**src/rtl/hub2ieee_conv_if.sv**
```systemverilog
// Streaming bus for hub2ieee_conv: HUB words in, IEEE 754 words plus status flags out.
// The slave modport is the converter's view and the master modport is the driver's view.
interface hub2ieee_conv_if #(
  parameter int M = 23,
  parameter int E = 8
);
  logic           in_valid;
  logic           in_ready;
  logic [E+M:0]   in_data;
  logic           out_valid;
  logic           out_ready;
  logic [E+M:0]   out_data;
  logic [2:0]     out_flags;

  modport master (
    output in_valid, in_data, out_ready,
    input  in_ready, out_valid, out_data, out_flags
  );

  modport slave (
    input  in_valid, in_data, out_ready,
    output in_ready, out_valid, out_data, out_flags
  );
endinterface

```
**src/rtl/hub2ieee_conv.sv**
```systemverilog
// Two-stage elastic HUB-to-IEEE 754 converter with round-to-nearest-even and status flags.
// Define HUB2IEEE_SUBNORM_EN to emit subnormals for tiny inputs; otherwise they flush to zero.
module hub2ieee_conv #(
  parameter int M = 23,
  parameter int E = 8
) (
  input logic             clk,
  input logic             rst,
  hub2ieee_conv_if.slave  bus
);
  typedef enum logic [1:0] {CLS_ZERO, CLS_INF, CLS_TINY, CLS_NORM} cls_t;

  localparam logic [E-1:0] EXP_ONE = {{(E-1){1'b0}}, 1'b1};
  localparam logic [E-1:0] EXP_MAX = {E{1'b1}};

  logic           s1_valid;
  logic           s1_sign;
  logic [E-1:0]   s1_exp;
  logic [M-1:0]   s1_man;
  cls_t           s1_cls;

  logic           s2_valid;
  logic [E+M:0]   s2_data;
  logic [2:0]     s2_flags;

  logic           advance;
  logic [E-1:0]   in_exp;
  cls_t           in_cls;

  logic [M:0]     man_inc;
  logic [E-1:0]   exp_dec;
  logic [E-1:0]   conv_exp;
  logic [M-1:0]   conv_frac;
  logic [2:0]     conv_flags;

  assign advance      = !s2_valid || bus.out_ready;
  assign bus.in_ready = !s1_valid || advance;

  assign bus.out_valid = s2_valid;
  assign bus.out_data  = s2_data;
  assign bus.out_flags = s2_flags;

  assign in_exp = bus.in_data[E+M-1:M];

  always_comb begin
    in_cls = CLS_NORM;
    if (in_exp == '0)
      in_cls = CLS_ZERO;
    else if (in_exp == EXP_MAX)
      in_cls = CLS_INF;
    else if (in_exp == EXP_ONE)
      in_cls = CLS_TINY;
  end

  always_ff @(posedge clk) begin
    if (bus.in_valid && bus.in_ready) begin
      s1_sign <= bus.in_data[E+M];
      s1_exp  <= in_exp;
      s1_man  <= bus.in_data[M-1:0];
      s1_cls  <= in_cls;
    end
  end

  // The HUB value sits exactly halfway between m and m+1ulp, so RNE only looks at m[0].
  assign man_inc = {1'b0, s1_man} + {{M{1'b0}}, 1'b1};
  assign exp_dec = s1_exp - EXP_ONE;

`ifdef HUB2IEEE_SUBNORM_EN
  logic [M-1:0] sub_base;
  logic [M:0]   sub_inc;

  assign sub_base = {1'b1, s1_man[M-1:1]};
  assign sub_inc  = {1'b0, sub_base} + {{M{1'b0}}, 1'b1};
`endif

  always_comb begin
    conv_exp   = '0;
    conv_frac  = '0;
    conv_flags = 3'b000;
    case (s1_cls)
      CLS_ZERO: begin
        conv_exp = '0;
      end
      CLS_INF: begin
        conv_exp   = EXP_MAX;
        conv_flags = 3'b100;
      end
      CLS_TINY: begin
`ifdef HUB2IEEE_SUBNORM_EN
        if (s1_man[0]) begin
          conv_flags = 3'b010;
          if (sub_inc[M]) begin
            conv_exp  = EXP_ONE;
            conv_frac = '0;
          end else begin
            conv_frac = sub_inc[M-1:0];
          end
        end else begin
          conv_frac = sub_base;
        end
`else
        conv_flags = 3'b001;
`endif
      end
      CLS_NORM: begin
        if (s1_man[0]) begin
          conv_flags = 3'b010;
          if (man_inc[M]) begin
            conv_exp  = s1_exp;
            conv_frac = '0;
          end else begin
            conv_exp  = exp_dec;
            conv_frac = man_inc[M-1:0];
          end
        end else begin
          conv_exp  = exp_dec;
          conv_frac = s1_man;
        end
      end
      default: begin
        conv_exp = '0;
      end
    endcase
  end

  // Both stages move together whenever S2 is empty or being drained.
  always_ff @(posedge clk) begin
    if (rst) begin
      s1_valid <= 1'b0;
      s2_valid <= 1'b0;
      s2_data  <= '0;
      s2_flags <= 3'b000;
    end else begin
      if (bus.in_ready)
        s1_valid <= bus.in_valid;
      if (advance) begin
        s2_valid <= s1_valid;
        if (s1_valid) begin
          s2_data  <= {s1_sign, conv_exp, conv_frac};
          s2_flags <= conv_flags;
        end
      end
    end
  end
endmodule

```
**src/flat_wrapper.sv**
```systemverilog
// flat-port wrapper written by rule: the top's interface ports become plain ports
module hub2ieee_conv_flat 
#(
  parameter int M = 23,
  parameter int E = 8
)
  (clk, rst, bus_in_valid, bus_in_data, bus_out_ready, bus_in_ready, bus_out_valid, bus_out_data, bus_out_flags);
  hub2ieee_conv_if #(.M(M), .E(E)) bus_i ();
  input logic clk;
  input logic rst;
  input wire logic [$bits(bus_i.in_valid)-1:0] bus_in_valid;
  input wire logic [$bits(bus_i.in_data)-1:0] bus_in_data;
  input wire logic [$bits(bus_i.out_ready)-1:0] bus_out_ready;
  output wire logic [$bits(bus_i.in_ready)-1:0] bus_in_ready;
  output wire logic [$bits(bus_i.out_valid)-1:0] bus_out_valid;
  output wire logic [$bits(bus_i.out_data)-1:0] bus_out_data;
  output wire logic [$bits(bus_i.out_flags)-1:0] bus_out_flags;
  assign bus_i.in_valid = bus_in_valid;
  assign bus_i.in_data = bus_in_data;
  assign bus_i.out_ready = bus_out_ready;
  assign bus_in_ready = bus_i.in_ready;
  assign bus_out_valid = bus_i.out_valid;
  assign bus_out_data = bus_i.out_data;
  assign bus_out_flags = bus_i.out_flags;
  hub2ieee_conv #(.M(M), .E(E)) u_core (.clk(clk), .rst(rst), .bus(bus_i));
endmodule
```
**config.mk**
```make
export PLATFORM = sky130hd
export DESIGN_NAME = hub2ieee_conv_flat
export DESIGN_NICKNAME = d
export VERILOG_FILES = /design/src/rtl/hub2ieee_conv_if.sv /design/src/rtl/hub2ieee_conv.sv /design/src/flat_wrapper.sv
export SDC_FILE = /design/constraint.sdc
export NUM_CORES = 1
export LEC_CHECK = 0
export ABC_AREA = 1
export BUFFER_PORTS_ARGS = -buffer_cell sky130_fd_sc_hd__buf_2
export CORE_ASPECT_RATIO = 0.8
export CORE_MARGIN = 1.5
export CORE_UTILIZATION = 45
export DETAILED_ROUTE_END_ITERATION = 6
export HOLD_SLACK_MARGIN = 0.05
export PLACE_DENSITY = 0.68
export SYNTH_ARGS = -nofsm -noshare
export SYNTH_HDL_FRONTEND = slang
export SYNTH_SLANG_ARGS = --single-unit
```
**constraint.sdc**
```tcl
create_clock -name clk -period 1.92 [get_ports clk]
set_input_delay 0.384 -clock clk [delete_from_list [all_inputs] [get_ports clk]]
set_output_delay 0.384 -clock clk [all_outputs]
set_load 0.05 [all_outputs]
```
After elaboration in Yosys (flattened, before gate mapping)
Cells that the tools add are included.
{"block": "op_classes", "add_sub_neg": 2, "n_eq_ne": 5, "n_mux": 10, "n_reduce_logical": 8}
{"cell": "2-to-1 mux 23 bit", "n": 3}
{"cell": "adder 23 x 1 -> 24 bit, second input constant", "n": 1}
{"cell": "2-to-1 mux 8 bit", "n": 2}
{"cell": "one-hot mux 8 bit (2 select lines)", "n": 1}
{"cell": "one-hot mux 3 bit (3 select lines)", "n": 1}
{"cell": "== test 8 x 1 -> 1 bit, second input constant", "n": 1}
{"cell": "== test 8 bit, second input constant", "n": 1}
{"cell": "zero test 8 bit", "n": 1}
{"cell": "subtractor 8 x 1 -> 8 bit, second input constant", "n": 1}
{"cell": "== test 2 bit, second input constant", "n": 2}
{"cell": "== test 2 x 1 -> 1 bit, second input constant", "n": 1}
{"cell": "zero test 1 bit", "n": 2}
{"cell": "logical OR 1 bit", "n": 2}
{"cell": "2-to-1 mux 1 bit", "n": 2}
{"cell": "2-to-1 mux 2 bit", "n": 1}
{"cell": "AND reduction 2 bit", "n": 1}
{"cell": "OR reduction 2 bit", "n": 1}
{"cell": "logical AND 1 bit", "n": 1}
{"block": "totals", "reg_bits": 71, "out_inout_bits": 37}

Longest topological paths before layout
Gate-level depths: netlist of the first run.
{"block": "depth", "depth_word": 4, "mapped_depth": 11}

Worst setup path after synthesis of the first run
Ideal clock, no wire load.
{"block": "synth_timing", "path_kind": "reg-to-reg", "from": "register u_core.s2_valid (netlist: u_core.bus.out_valid)", "to": "register u_core.s1_cls[0] (enable)", "setup_time_ns": 0.411, "t_arrival_ns": 1.805, "t_required_ns": 1.509, "path_slack_ns": -0.296, "stages_incl_launch_ff": 4, "cell_sequence": "dfxtp_1 nand3_1 nand2_1 inv_1"}
{"block": "synth_between", "elab_chain_len": 4}
{"element": "start: declaration", "line": "hub2ieee_conv.sv:22", "rtl": "logic s2_valid;"}
{"element": "start signal: assignment", "line": "hub2ieee_conv.sv:137", "rtl": "s2_valid <= s1_valid;"}
{"element": "zero test 1 bit", "line": "hub2ieee_conv.sv:36", "rtl": "assign advance = !s2_valid || bus.out_ready;"}
{"element": "logical OR 1 bit", "line": "hub2ieee_conv.sv:36"}
{"element": "logical OR 1 bit", "line": "hub2ieee_conv.sv:37", "rtl": "assign bus.in_ready = !s1_valid || advance;"}
{"element": "net bus_in_ready", "line": "flat_wrapper.sv:14", "rtl": "output wire logic [$bits(bus_i.in_ready)-1:0] bus_in_ready;"}
{"element": "logical AND 1 bit", "line": "hub2ieee_conv.sv:56", "rtl": "if (bus.in_valid && bus.in_ready) begin"}
{"element": "end signal: assignment", "line": "hub2ieee_conv.sv:60", "rtl": "s1_cls <= in_cls;"}
{"element": "end: declaration", "line": "hub2ieee_conv.sv:20", "rtl": "cls_t s1_cls;"}
The timed path passes the listed nets, and every way through them passes these cells.
A chain may end at the register's enable or synchronous reset.

Worst setup path after layout of the first run
{"block": "layout_timing", "from": "register u_core.s1_man[0]", "to": "register u_core.s2_data[16] (netlist: u_core.bus.out_data[16])"}
{"block": "layout_between", "elab_chain_len": 4}
{"element": "start: declaration", "line": "hub2ieee_conv.sv:19", "rtl": "logic [M-1:0] s1_man;"}
{"element": "start signal: assignment", "line": "hub2ieee_conv.sv:59", "rtl": "s1_man <= bus.in_data[M-1:0];"}
{"element": "adder 23 x 1 -> 24 bit", "line": "hub2ieee_conv.sv:65", "rtl": "assign man_inc = {1'b0, s1_man} + {{M{1'b0}}, 1'b1};"}
{"element": "2-to-1 mux 23 bit", "line": "hub2ieee_conv.sv:108", "rtl": "if (man_inc[M]) begin"}
{"element": "2-to-1 mux 23 bit (*)", "line": "hub2ieee_conv.sv:106", "rtl": "if (s1_man[0]) begin"}
{"element": "2-to-1 mux 23 bit (*)", "line": "hub2ieee_conv.sv:80", "rtl": "case (s1_cls)"}
{"element": "end signal: assignment", "line": "hub2ieee_conv.sv:139", "rtl": "s2_data <= {s1_sign, conv_exp, conv_frac};"}
{"element": "end: declaration", "line": "hub2ieee_conv.sv:23", "rtl": "logic [E+M:0] s2_data;"}
Mark *: on every way between the ends. The rest lies on a longest branch, timed or not.

==> run_summary.xml, run 1 <==
<?xml version="1.0" encoding="UTF-8"?>
<metrics>
  <group name="clock_tree">
    <metric name="clock_tree_from_tritoncts" unit="">built</metric>
    <metric name="clock_sinks" unit="">71</metric>
    <metric name="worstSkewPairLatency" unit="ns">0.35</metric>
    <metric name="postCtsResizedCells" unit="">0</metric>
    <metric name="cts-buffers-inserted" unit="">9</metric>
    <metric name="htree_num_levels" unit="">3</metric>
    <metric name="cts.reportedPaths.clkPinSlew" unit="ns">0.07</metric>
    <metric name="ctsLongestPathBuffers" unit="">2</metric>
    <metric name="cts_root_buffer" unit="">clkbuf_8</metric>
    <metric name="post-cts-setup-buffer-count" unit="">0</metric>
    <metric name="cts_hold_buf" unit="">0</metric>
  </group>
  <group name="logic_synthesis">
    <metric name="area_fraction_of_the_dominant_cell_type_after_synthesis" unit="%">30.3</metric>
    <metric name="synthesized_instance_count" unit="">386</metric>
    <metric name="yosys_register_bits" unit="">71</metric>
    <metric name="yosys.area.top_type" unit="">edfxtp_1</metric>
    <metric name="seq_area_frac_synth" unit="%">52.2</metric>
    <metric name="top_post_synthesis_cells_by_area" unit="">edfxtp_1 (30%), dfxtp_1 (22%), nand2_1 (12%)</metric>
    <metric name="synth-edff-count" unit="">34</metric>
    <metric name="synth_flop_cell" unit="">dfxtp_1</metric>
    <metric name="mappedNetlistArea" unit="sq um">3370</metric>
    <metric name="synthesis.nets" unit="">424</metric>
    <metric name="yosysUniqueCellTypes" unit="">35</metric>
    <metric name="post-synth-top-count-cell" unit="">nand2_1</metric>
    <metric name="asyncSetResetFlopFracSynth" unit="%">0</metric>
    <metric name="synth.yosys.warnings" unit="">0</metric>
    <metric name="postSynthAreaPerCell" unit="sq um">8.74</metric>
    <metric name="synth_common_cells" unit="">nand2_1 (111), dfxtp_1 (37), a21oi_1 (34), edfxtp_1 (34), nor2_1 (32)</metric>
  </group>
  <group name="global_route">
    <metric name="gr-total-overflow" unit="">0</metric>
    <metric name="pin_count_of_the_biggest_net_entering_global_routing" unit="">38</metric>
    <metric name="antenna_found_initial" unit="">0</metric>
    <metric name="global_route.usage.total" unit="%">19.1</metric>
    <metric name="grt_pass1_wl" unit="mm">11.6</metric>
    <metric name="number_of_global_route_vias_before_repair" unit="">2435</metric>
  </group>
  <group name="pwr">
    <metric name="total_switching_power" unit="mW">0.866</metric>
    <metric name="combinationalPowerShare" unit="%">13.1</metric>
    <metric name="power.leakage" unit="nW">1.76</metric>
    <metric name="power_density" unit="nW/um^2">796</metric>
    <metric name="power.share.clock" unit="%">32.9</metric>
    <metric name="flop_pwr_share" unit="%">54.0</metric>
    <metric name="ir_worst_vdd" unit="uV">366</metric>
    <metric name="power.internal" unit="mW">2.34</metric>
    <metric name="switching_share" unit="%">27.1</metric>
  </group>
  <group name="sta">
    <metric name="post-route-min-period" unit="ns">1.74</metric>
    <metric name="rsz0062_at_grt" unit="">false</metric>
    <metric name="setup_tns" unit="ns">0</metric>
    <metric name="hold_ws" unit="ns">0.204</metric>
    <metric name="timing.final.crit_share" unit="%">90.4</metric>
    <metric name="timing.fmax" unit="MHz">576</metric>
    <metric name="timing.final.ws_setup" unit="ns">0.183</metric>
    <metric name="setup-violations-final" unit="">0</metric>
    <metric name="final_hold_viol_count" unit="">0</metric>
    <metric name="worst_pin_slew" unit="ns">0.727</metric>
    <metric name="relSlewSlack" unit="%">51.5</metric>
    <metric name="maxSlewViolCount" unit="">0</metric>
    <metric name="final.setup_skew" unit="ns">0.00879</metric>
  </group>
  <group name="route">
    <metric name="routedLengthMet1" unit="mm">3.76</metric>
    <metric name="drt_pass1_iterations" unit="">4</metric>
    <metric name="routed_wirelength" unit="mm">7.28</metric>
    <metric name="met3RoutedLength" unit="um">443</metric>
    <metric name="avgViaCountPerCell" unit="">4.91</metric>
    <metric name="ant_nets" unit="">0</metric>
    <metric name="top_layer" unit="">met4</metric>
    <metric name="detail_route.drc_violations" unit="">0</metric>
    <metric name="dr.first_iter.drc_count" unit="">182</metric>
    <metric name="route.detailed.wl_per_inst" unit="um">13.1</metric>
    <metric name="vias" unit="">2737</metric>
    <metric name="dr_wl_met2" unit="mm">2.97</metric>
  </group>
  <group name="worst_setup_path">
    <metric name="ff2ff_setup_slack" unit="ns">0.18</metric>
    <metric name="critPathMaxFanout" unit="">5</metric>
    <metric name="setup.worst_path.start_class" unit="">register</metric>
    <metric name="critical_path_required" unit="ns">2.13</metric>
    <metric name="worstPathArrival" unit="ns">1.94</metric>
    <metric name="worst_setup_path_end_kind" unit="">register</metric>
    <metric name="worst_path_class_setup" unit="">register to register</metric>
  </group>
  <group name="cells_and_area">
    <metric name="syn2layout_area_growth" unit="%">19.3</metric>
    <metric name="antennaDiodeCount" unit="">0</metric>
    <metric name="nNetsFinal" unit="">500</metric>
    <metric name="layout-drive-gt1-share" unit="%">26.1</metric>
    <metric name="instances_no_fill" unit="">557</metric>
  </group>
  <group name="die">
    <metric name="coreArea" unit="sq um">7320</metric>
    <metric name="num_io_pins" unit="">73</metric>
    <metric name="fp.dieArea" unit="sq um">8030</metric>
    <metric name="chipHeight" unit="um">80.5</metric>
    <metric name="placementRows" unit="">28</metric>
    <metric name="die_w" unit="um">99.8</metric>
    <metric name="initial_core_util" unit="%">46.1</metric>
  </group>
  <group name="outcome">
    <metric name="status" unit="">finished clean</metric>
  </group>
  <group name="job">
    <metric name="timing.max_cap.violations" unit="">0</metric>
  </group>
  <group name="placed_design">
    <metric name="finalWeightedCongestion" unit="">0.909</metric>
    <metric name="hpwl" unit="mm">5.41</metric>
    <metric name="place_ws" unit="ns">0.200</metric>
    <metric name="dpl.cell_count" unit="">541</metric>
    <metric name="port-buffer-count" unit="">72</metric>
  </group>
  <group name="hold_path">
    <metric name="hold_class" unit="">primary input to register</metric>
  </group>
</metrics>
## metrics by stage
step | util [%] | area (sq um) | power (mW)
final | 55.0 | 4030 | 3.20
after global routing | 55.0 | 4030 | 3.34
after CTS | 55.0 | 4030 | 3.23
after detailed placement | 52.6 | 3850 | 2.18
after global placement | 52.6 | 3850 | 2.18
after floorplan | - | 3390 | 2.05
## cell usage in the layout (no fill, tap or decap), types with 5 or more instances in the layout
master,instances
dfxtp_1,36
edfxtp_1,34
inv_1,30
nand2_2,5
nand2_1,111
nand3_2,10
a21oi_1,34
nor2_1,32
xnor2_1,6
clkbuf_8,11
xor2_1,9
nand4_1,8
buf_2,72
nand3_1,22
## final timing paths
path                     startpoint                 endpoint  cells after the start
max                u_core.s1_man[0]  u_core.bus.out_data[16]                      8
min                 bus_in_data[22]        u_core.s1_man[22]                      1
max reg2reg        u_core.s1_man[0]  u_core.bus.out_data[16]                      8
min reg2reg  u_core.bus.out_data[0]   u_core.bus.out_data[0]                      2
## metal layers
| layer | up-vias | global-route usage [%] |
|---|---|---|
| met1 | 1231 | 27.3 |
| met3 | 10 | 5.57 |
| met2 | 74 | 27.1 |
| li1 | 1422 | - |
| met5 | - | 0 |
| met4 | 0 | 7.61 |
## registers in the layout (all words and copies together), names as in the netlist
| name | flops |
|---|---|
| u_core.bus.out_data | 32 |
| u_core.s1_cls | 2 |
| u_core.bus.out_flags | 3 |
| u_core.s1_valid | 1 |
| u_core.s1_man | 23 |
| u_core.bus.out_valid | 1 |
| u_core.s1_sign | 1 |
| u_core.s1_exp | 8 |
## cell type report
cell class	instances	area (sq um)
Tap cell	90	113
Fill cell	670	3300
Timing Repair Buffer	76	415
Clock buffer	15	166
Sequential cell	71	1760
Inverter	34	134
Multi-Input combinational cell	270	1430
Clock inverter	1	5.00
## power by group through the flow
stage                     registers, mW  clock network, mW  logic [mW]
after floorplan                    1.86                  0       0.193
after global placement             1.76                  0       0.416
after detailed placement           1.76                  0       0.420
after CTS                          1.73               1.08       0.422
after global routing               1.74               1.14       0.456
final                              1.73               1.05       0.419
## cells by family (layout without fill, tap and decap cells)
family,after synthesis,count (layout),share of synthesized area (%)
fa+ha+maj,2,2,0.741
flops,71,71,52.2
buf+inv,45,126,5.82
xor+xnor,15,15,3.89
compound gates,49,49,8.34
simple gates,204,204,29.0
## worst max-delay path, stage by stage (launching register included)
cell and delay, ns:
edfxtp_1 0.48, ha_1 0.23, nand3_1 0.08, nor2_1 0.19, nand4_1 0.22, inv_1 0.16, nand3_1 0.10, nand3_2 0.08
a21oi_1 0.05
No activity file was read; power rests on OpenSTA's default activity.
==> inputs of run 2 (changes only) <==
Settings changed: PLACE_DENSITY 0.68 to 0.71.
Clock period 1.92 ns to 1.5 ns, I/O delays scaled along.
==> run_summary.xml, run 2 (same netlist as run 1, synthesis figures left out) <==
<?xml version="1.0" encoding="UTF-8"?>
<metrics>
  <group name="die">
    <metric name="num_io_pins" unit="">73</metric>
    <metric name="fp.dieArea" unit="sq um">8030</metric>
    <metric name="placementRows" unit="">28</metric>
    <metric name="die_w" unit="um">99.8</metric>
    <metric name="initial_core_util" unit="%">46.1</metric>
    <metric name="chipHeight" unit="um">80.5</metric>
    <metric name="coreArea" unit="sq um">7320</metric>
  </group>
  <group name="clock_tree">
    <metric name="clock_sinks" unit="">71</metric>
    <metric name="clock_tree_from_tritoncts" unit="">built</metric>
    <metric name="cts_hold_buf" unit="">0</metric>
    <metric name="cts_root_buffer" unit="">clkbuf_8</metric>
    <metric name="cts-buffers-inserted" unit="">9</metric>
    <metric name="worstSkewPairLatency" unit="ns">0.35</metric>
    <metric name="ctsLongestPathBuffers" unit="">2</metric>
    <metric name="cts.reportedPaths.clkPinSlew" unit="ns">0.07</metric>
    <metric name="htree_num_levels" unit="">3</metric>
  </group>
  <group name="placed_design">
    <metric name="finalWeightedCongestion" unit="">0.933</metric>
    <metric name="dpl.cell_count" unit="">579</metric>
    <metric name="dpl_cell_area" unit="sq um">4150</metric>
    <metric name="hpwl" unit="mm">5.81</metric>
    <metric name="port-buffer-count" unit="">72</metric>
  </group>
  <group name="sta">
    <metric name="final.setup_skew" unit="ns">0.00686</metric>
    <metric name="setup_tns" unit="ns">-0.756</metric>
    <metric name="rsz0062_at_grt" unit="">true</metric>
    <metric name="timing.final.crit_share" unit="%">107</metric>
    <metric name="maxSlewViolCount" unit="">0</metric>
    <metric name="post-route-min-period" unit="ns">1.61</metric>
    <metric name="relSlewSlack" unit="%">82.3</metric>
    <metric name="timing.final.ws_setup" unit="ns">-0.109</metric>
    <metric name="setup-violations-final" unit="">24</metric>
    <metric name="timing.fmax" unit="MHz">621</metric>
    <metric name="worst_pin_slew" unit="ns">0.264</metric>
    <metric name="final_hold_viol_count" unit="">0</metric>
  </group>
  <group name="cells_and_area">
    <metric name="largest_register_ffs" unit="">32</metric>
    <metric name="syn2layout_area_growth" unit="%">36.3</metric>
    <metric name="antennaDiodeCount" unit="">0</metric>
    <metric name="mostFrequentLayoutCell" unit="">nand2_1</metric>
    <metric name="fillers" unit="">631</metric>
    <metric name="instances_no_fill" unit="">605</metric>
    <metric name="nNetsFinal" unit="">548</metric>
    <metric name="most-common-layout-cells" unit="">nand2_1 (103), buf_2 (72), buf_4 (48)</metric>
    <metric name="layout-drive-gt1-share" unit="%">39.8</metric>
    <metric name="finish.instance_area" unit="sq um">4600</metric>
  </group>
  <group name="job">
    <metric name="timing.max_cap.violations" unit="">0</metric>
  </group>
  <group name="outcome">
    <metric name="failed_checks" unit="">setup timing</metric>
    <metric name="status" unit="">finished with violations</metric>
  </group>
  <group name="worst_setup_path">
    <metric name="critical_path_required" unit="ns">1.80</metric>
    <metric name="critPathMaxFanout" unit="">4</metric>
    <metric name="r2r_start" unit="">u_core.s1_man[1]</metric>
    <metric name="worst_setup_path_end_kind" unit="">register</metric>
    <metric name="worst_path_class_setup" unit="">register to register</metric>
    <metric name="setup.worst_path.start_class" unit="">register</metric>
    <metric name="critical_path.startpoint" unit="">u_core.s1_man[1]</metric>
    <metric name="worstPathArrival" unit="ns">1.90</metric>
  </group>
  <group name="pwr">
    <metric name="power_density" unit="nW/um^2">937</metric>
    <metric name="total_switching_power" unit="mW">1.18</metric>
    <metric name="switching_share" unit="%">27.4</metric>
    <metric name="flop_pwr_share" unit="%">50.8</metric>
    <metric name="p_total" unit="mW">4.31</metric>
    <metric name="power.share.clock" unit="%">33.3</metric>
    <metric name="ir_worst_vdd" unit="uV">600</metric>
    <metric name="power.internal" unit="mW">3.13</metric>
    <metric name="power.leakage" unit="nW">2.03</metric>
    <metric name="combinationalPowerShare" unit="%">15.9</metric>
  </group>
  <group name="global_route">
    <metric name="global_route.usage.total" unit="%">21.3</metric>
    <metric name="number_of_global_route_vias_before_repair" unit="">2823</metric>
    <metric name="pin_count_of_the_biggest_net_entering_global_routing" unit="">38</metric>
    <metric name="grt_pass1_wl" unit="mm">13.0</metric>
    <metric name="antenna_found_initial" unit="">0</metric>
    <metric name="gr-total-overflow" unit="">0</metric>
  </group>
  <group name="hold_path">
    <metric name="hold_class" unit="">primary input to register</metric>
    <metric name="worst_hold_launch" unit="">bus_in_data[20]</metric>
  </group>
  <group name="route">
    <metric name="dr.first_iter.drc_count" unit="">160</metric>
    <metric name="avgViaCountPerCell" unit="">4.97</metric>
    <metric name="route.detailed.wl_per_inst" unit="um">13.8</metric>
    <metric name="ant_nets" unit="">0</metric>
    <metric name="drt_pass1_iterations" unit="">7</metric>
    <metric name="detail_route.drc_violations" unit="">0</metric>
    <metric name="routed_wirelength" unit="mm">8.38</metric>
    <metric name="vias" unit="">3006</metric>
  </group>
</metrics>
## run 2: cell count changes in the layout (fill, tap and decap cells not counted), moves of 5 or more
| cell | previous run | this run |
|---|---|---|
| buf_4 | 2 | 48 |
| nand2_1 | 111 | 103 |
| nor2_1 | 32 | 24 |
| nand3_1 | 22 | 15 |
| nor2_4 | 4 | 10 |
| nand2_2 | 5 | 10 |
| nand3_2 | 10 | 15 |
## run 2: metrics by stage
| step | hold WS (ns) | utilization (%) | setup slack (ns) |
|---|---|---|---|
| floorplan | 0.399 | - | -0.134 |
| global placement | 0.425 | 56.7 | -0.119 |
| detailed placement | 0.432 | 56.7 | -0.185 |
| CTS | 0.102 | 61.1 | -0.0977 |
| global route | 0.0989 | 62.8 | -0.186 |
| finish | 0.115 | 62.8 | -0.109 |
## run 2: metal layers
metal | global-route usage, % | wire, um | vias to the layer above
met5 | 0 | 0 | -
met4 | 8.73 | 128 | 0
met3 | 5.66 | 501 | 11
met2 | 34.1 | 3880 | 96
met1 | 27.4 | 3860 | 1374
li1 | - | - | 1525
## run 2: repair_timing
item	in CTS	in global routing
buffers inserted	6	3
pin swaps	15	14
cloned	1	0
endpoints found under the setup margin	25	30
gates resized for setup	25	26
## run 2: cell type report
type                    count  area, sq um  area share, %
repair buffers            123          772           16.8
multi-input cells         271         1620           35.3
inverters                  34          146           3.18
clock buffers              11          131           2.86
flip-flops and latches     71         1770           38.4
clock inverters             5         50.0           1.09
well taps                  90          113           2.45
## run 2: path summary, 6_finish.rpt
| path | to | slack, ns | depth (start not counted) |
|---|---|---|---|
| max | u_core.bus.out_data[16] | -0.11 | 7 |
| min | u_core.s1_man[20] | 0.12 | 1 |
| max reg2reg | u_core.bus.out_data[16] | -0.11 | 7 |
| min reg2reg | u_core.bus.out_data[0] | 0.44 | 2 |
## run 2: critical path, stage by stage (launching register included)
cell and delay, ns:
edfxtp_1 0.41, ha_2 0.22, nand3_2 0.08, nor2_4 0.12, nand4_1 0.24, o21bai_1 0.25
nand3_2 0.10, a21oi_2 0.13
## run 2: power groups by stage
stage                     clock, mW  sequential [mW]  combinational (mW)
final                          1.44             2.19               0.685
after global routing           1.54             2.20               0.738
after CTS                      1.47             2.19               0.653
after detailed placement          0             2.24               0.622
after global placement            0             2.23               0.613
after floorplan                   0             2.38               0.248
==> inputs of run 3 (changes only) <==
--- a/config.mk
+++ b/config.mk
@@ -10,7 +10,5 @@
 export CORE_ASPECT_RATIO = 0.8
-export CORE_MARGIN = 1.5
-export CORE_UTILIZATION = 45
+export CORE_UTILIZATION = 38
 export DETAILED_ROUTE_END_ITERATION = 6
 export HOLD_SLACK_MARGIN = 0.05
-export PLACE_DENSITY = 0.71
 export SYNTH_ARGS = -nofsm -noshare
--- a/constraint.sdc
+++ b/constraint.sdc
@@ -3,2 +3,2 @@
 set_output_delay 0.3 -clock clk [all_outputs]
-set_load 0.05 [all_outputs]
+set_load 0.1 [all_outputs]
==> run_summary.xml, run 3 (same netlist as run 1, synthesis figures left out) <==
<?xml version="1.0" encoding="UTF-8"?>
<metrics>
  <group name="worst_setup_path">
    <metric name="timing.reg2reg.worst_path_depth" unit="">7</metric>
    <metric name="critPathMaxFanout" unit="">5</metric>
    <metric name="critical_path_required" unit="ns">1.78</metric>
    <metric name="worst_path_class_setup" unit="">register to register</metric>
    <metric name="timing.critical_path.cells" unit="">buf_4 -&gt; inv_4 -&gt; nor2_2 -&gt; nand4_1 -&gt; o21bai_1 -&gt; nand3_2 -&gt; a21oi_1</metric>
    <metric name="worstPathArrival" unit="ns">1.81</metric>
    <metric name="crit_slowest_cell" unit="">edfxtp_1</metric>
    <metric name="capture_point_of_the_worst_reg_to_reg_path" unit="">u_core.bus.out_data[16]</metric>
    <metric name="r2r_start" unit="">u_core.s1_man[0]</metric>
    <metric name="cp_slowest_stage_delay" unit="ns">0.38</metric>
    <metric name="worst_setup_path_end_kind" unit="">register</metric>
    <metric name="setup.worst_path.start_class" unit="">register</metric>
    <metric name="ff2ff_setup_slack" unit="ns">-0.03</metric>
  </group>
  <group name="sta">
    <metric name="setup_tns" unit="ns">-0.0914</metric>
    <metric name="setup-violations-final" unit="">5</metric>
    <metric name="timing.fmax" unit="MHz">652</metric>
    <metric name="final_hold_viol_count" unit="">0</metric>
    <metric name="maxSlewViolCount" unit="">0</metric>
    <metric name="final.setup_skew" unit="ns">0.00489</metric>
    <metric name="timing.final.ws_setup" unit="ns">-0.0331</metric>
    <metric name="relSlewSlack" unit="%">66.7</metric>
    <metric name="timing.final.crit_share" unit="%">102</metric>
    <metric name="post-route-min-period" unit="ns">1.53</metric>
    <metric name="worst_pin_slew" unit="ns">0.503</metric>
    <metric name="rsz0062_at_grt" unit="">true</metric>
  </group>
  <group name="clock_tree">
    <metric name="cts_hold_buf" unit="">0</metric>
    <metric name="cts-buffers-inserted" unit="">9</metric>
    <metric name="worstSkewPairLatency" unit="ns">0.34</metric>
    <metric name="cts.reportedPaths.clkPinSlew" unit="ns">0.07</metric>
    <metric name="clock_sinks" unit="">71</metric>
    <metric name="ctsLongestPathBuffers" unit="">2</metric>
    <metric name="htree_num_levels" unit="">3</metric>
    <metric name="cts_root_buffer" unit="">clkbuf_8</metric>
    <metric name="clock_tree_from_tritoncts" unit="">built</metric>
  </group>
  <group name="route">
    <metric name="vias" unit="">2945</metric>
    <metric name="ant_nets" unit="">0</metric>
    <metric name="avgViaCountPerCell" unit="">4.72</metric>
    <metric name="routed_wirelength" unit="mm">8.23</metric>
    <metric name="dr.first_iter.drc_count" unit="">148</metric>
    <metric name="drt_pass1_iterations" unit="">5</metric>
    <metric name="detail_route.drc_violations" unit="">0</metric>
    <metric name="route.detailed.wl_per_inst" unit="um">13.2</metric>
  </group>
  <group name="global_route">
    <metric name="grt_pass1_wl" unit="mm">13.1</metric>
    <metric name="grt_use_met1" unit="%">26.8</metric>
    <metric name="gr-total-overflow" unit="">0</metric>
    <metric name="number_of_global_route_vias_before_repair" unit="">2701</metric>
    <metric name="global_route.usage.total" unit="%">18.6</metric>
    <metric name="grt_util_met3" unit="%">5.04</metric>
    <metric name="grt_most_used_layer" unit="">met1</metric>
    <metric name="met2_usage" unit="%">26.6</metric>
    <metric name="antenna_found_initial" unit="">0</metric>
    <metric name="pin_count_of_the_biggest_net_entering_global_routing" unit="">31</metric>
  </group>
  <group name="cells_and_area">
    <metric name="largest_register_ffs" unit="">32</metric>
    <metric name="most-common-layout-cells" unit="">nand2_1 (109), buf_2 (70), buf_4 (42)</metric>
    <metric name="nNetsFinal" unit="">545</metric>
    <metric name="finish.instance_area" unit="sq um">4540</metric>
    <metric name="instances_no_fill" unit="">624</metric>
    <metric name="layout-drive-gt1-share" unit="%">36.3</metric>
    <metric name="syn2layout_area_growth" unit="%">34.6</metric>
    <metric name="mostFrequentLayoutCell" unit="">nand2_1</metric>
    <metric name="antennaDiodeCount" unit="">0</metric>
  </group>
  <group name="pwr">
    <metric name="p_total" unit="mW">4.51</metric>
    <metric name="ir_worst_vdd" unit="uV">532</metric>
    <metric name="power.leakage" unit="nW">2.02</metric>
    <metric name="power_density" unit="nW/um^2">993</metric>
  </group>
  <group name="placed_design">
    <metric name="dpl.cell_count" unit="">602</metric>
    <metric name="hpwl" unit="mm">6.18</metric>
    <metric name="place_ws" unit="ns">-0.130</metric>
    <metric name="finalWeightedCongestion" unit="">0.877</metric>
    <metric name="port-buffer-count" unit="">72</metric>
    <metric name="dpl_cell_area" unit="sq um">4220</metric>
  </group>
  <group name="die">
    <metric name="die_w" unit="um">107</metric>
    <metric name="fp.dieArea" unit="sq um">9260</metric>
    <metric name="coreArea" unit="sq um">8560</metric>
    <metric name="num_io_pins" unit="">73</metric>
    <metric name="initial_core_util" unit="%">39.4</metric>
    <metric name="placementRows" unit="">30</metric>
    <metric name="chipHeight" unit="um">86.3</metric>
  </group>
  <group name="hold_path">
    <metric name="hold_class" unit="">primary input to register</metric>
    <metric name="whs_path_cells" unit="">1</metric>
    <metric name="worst_hold_launch" unit="">bus_in_data[20]</metric>
    <metric name="hold_end" unit="">u_core.s1_man[20]</metric>
  </group>
  <group name="outcome">
    <metric name="failed_checks" unit="">setup timing</metric>
    <metric name="status" unit="">finished with violations</metric>
  </group>
  <group name="job">
    <metric name="timing.max_cap.violations" unit="">0</metric>
  </group>
</metrics>
run 3: changes by cell type in the layout (fill, tap and decap cells not counted), sizes merged:
| cell | delta |
|---|---|
| buf | -3 |
| clkbuf | +2 |
| clkinv | -1 |
| clkinvlp | -1 |
| inv | +1 |
| nand2 | -1 |
run 3: layout make-up:
class	count	area, sq um
repair buffers	121	807
multi-input cells	270	1500
fillers	821	4020
inverters	34	136
clock buffers	12	145
flip-flops and latches	71	1770
well taps	112	140
clock inverters	4	45.0
run 3: where the power goes:
| group | total (mW) | switching, mW | internal [mW] |
|---|---|---|---|
| logic | 0.823 | 0.580 | 0.242 |
| clock network | 1.49 | 0.688 | 0.806 |
| registers | 2.19 | 0.0591 | 2.13 |
| total | 4.51 | 1.33 | 3.18 |
run 3: stage by stage:
| stage | hold WS (ns) | utilization (%) |
|---|---|---|
| 3_5_place_dp | 0.426 | 49.4 |
| 5_1_grt | 0.104 | 53.1 |
| 6_report | 0.126 | 53.1 |
| 4_1_cts | 0.114 | 52.5 |
| 2_1_floorplan | 0.399 | - |
| 3_3_place_gp | 0.424 | 49.4 |
run 3: how the worst max path moves through the flow:
stage                         startpoint                       to  cells past startpoint
finish                  u_core.s1_man[0]  u_core.bus.out_data[16]                      7
floorplan           u_core.bus.out_valid         u_core.s1_cls[0]                      3
detailed placement      u_core.s1_man[0]  u_core.bus.out_data[16]                      7
global placement        u_core.s1_man[0]  u_core.bus.out_data[16]                      8
CTS                     u_core.s1_man[1]  u_core.bus.out_data[16]                      7
global route            u_core.s1_man[1]  u_core.bus.out_data[24]                     11
run 3: repair_timing:
item | 4_1_cts | 5_1_grt
setup buffers | 5 | 1
gates cloned | 0 | 0
setup endpoints to repair | 10 | 30
resized for setup | 10 | 13
pin swaps | 11 | 15
run 3: worst max-delay path: cells and delay by family, from the launching register on:
kind / cells / cell delay (ns)
buffers and inverters: 2 / 0.20
AND/OR/NAND/NOR: 3 / 0.53
flip-flops: 1 / 0.38
AO/OA/AOI/OAI: 2 / 0.36
run 3: metal layers:
layer	wire (um)	vias up
met5	0	-
met4	112	0
met3	557	10
met2	3590	90
met1	3980	1334
li1	-	1511
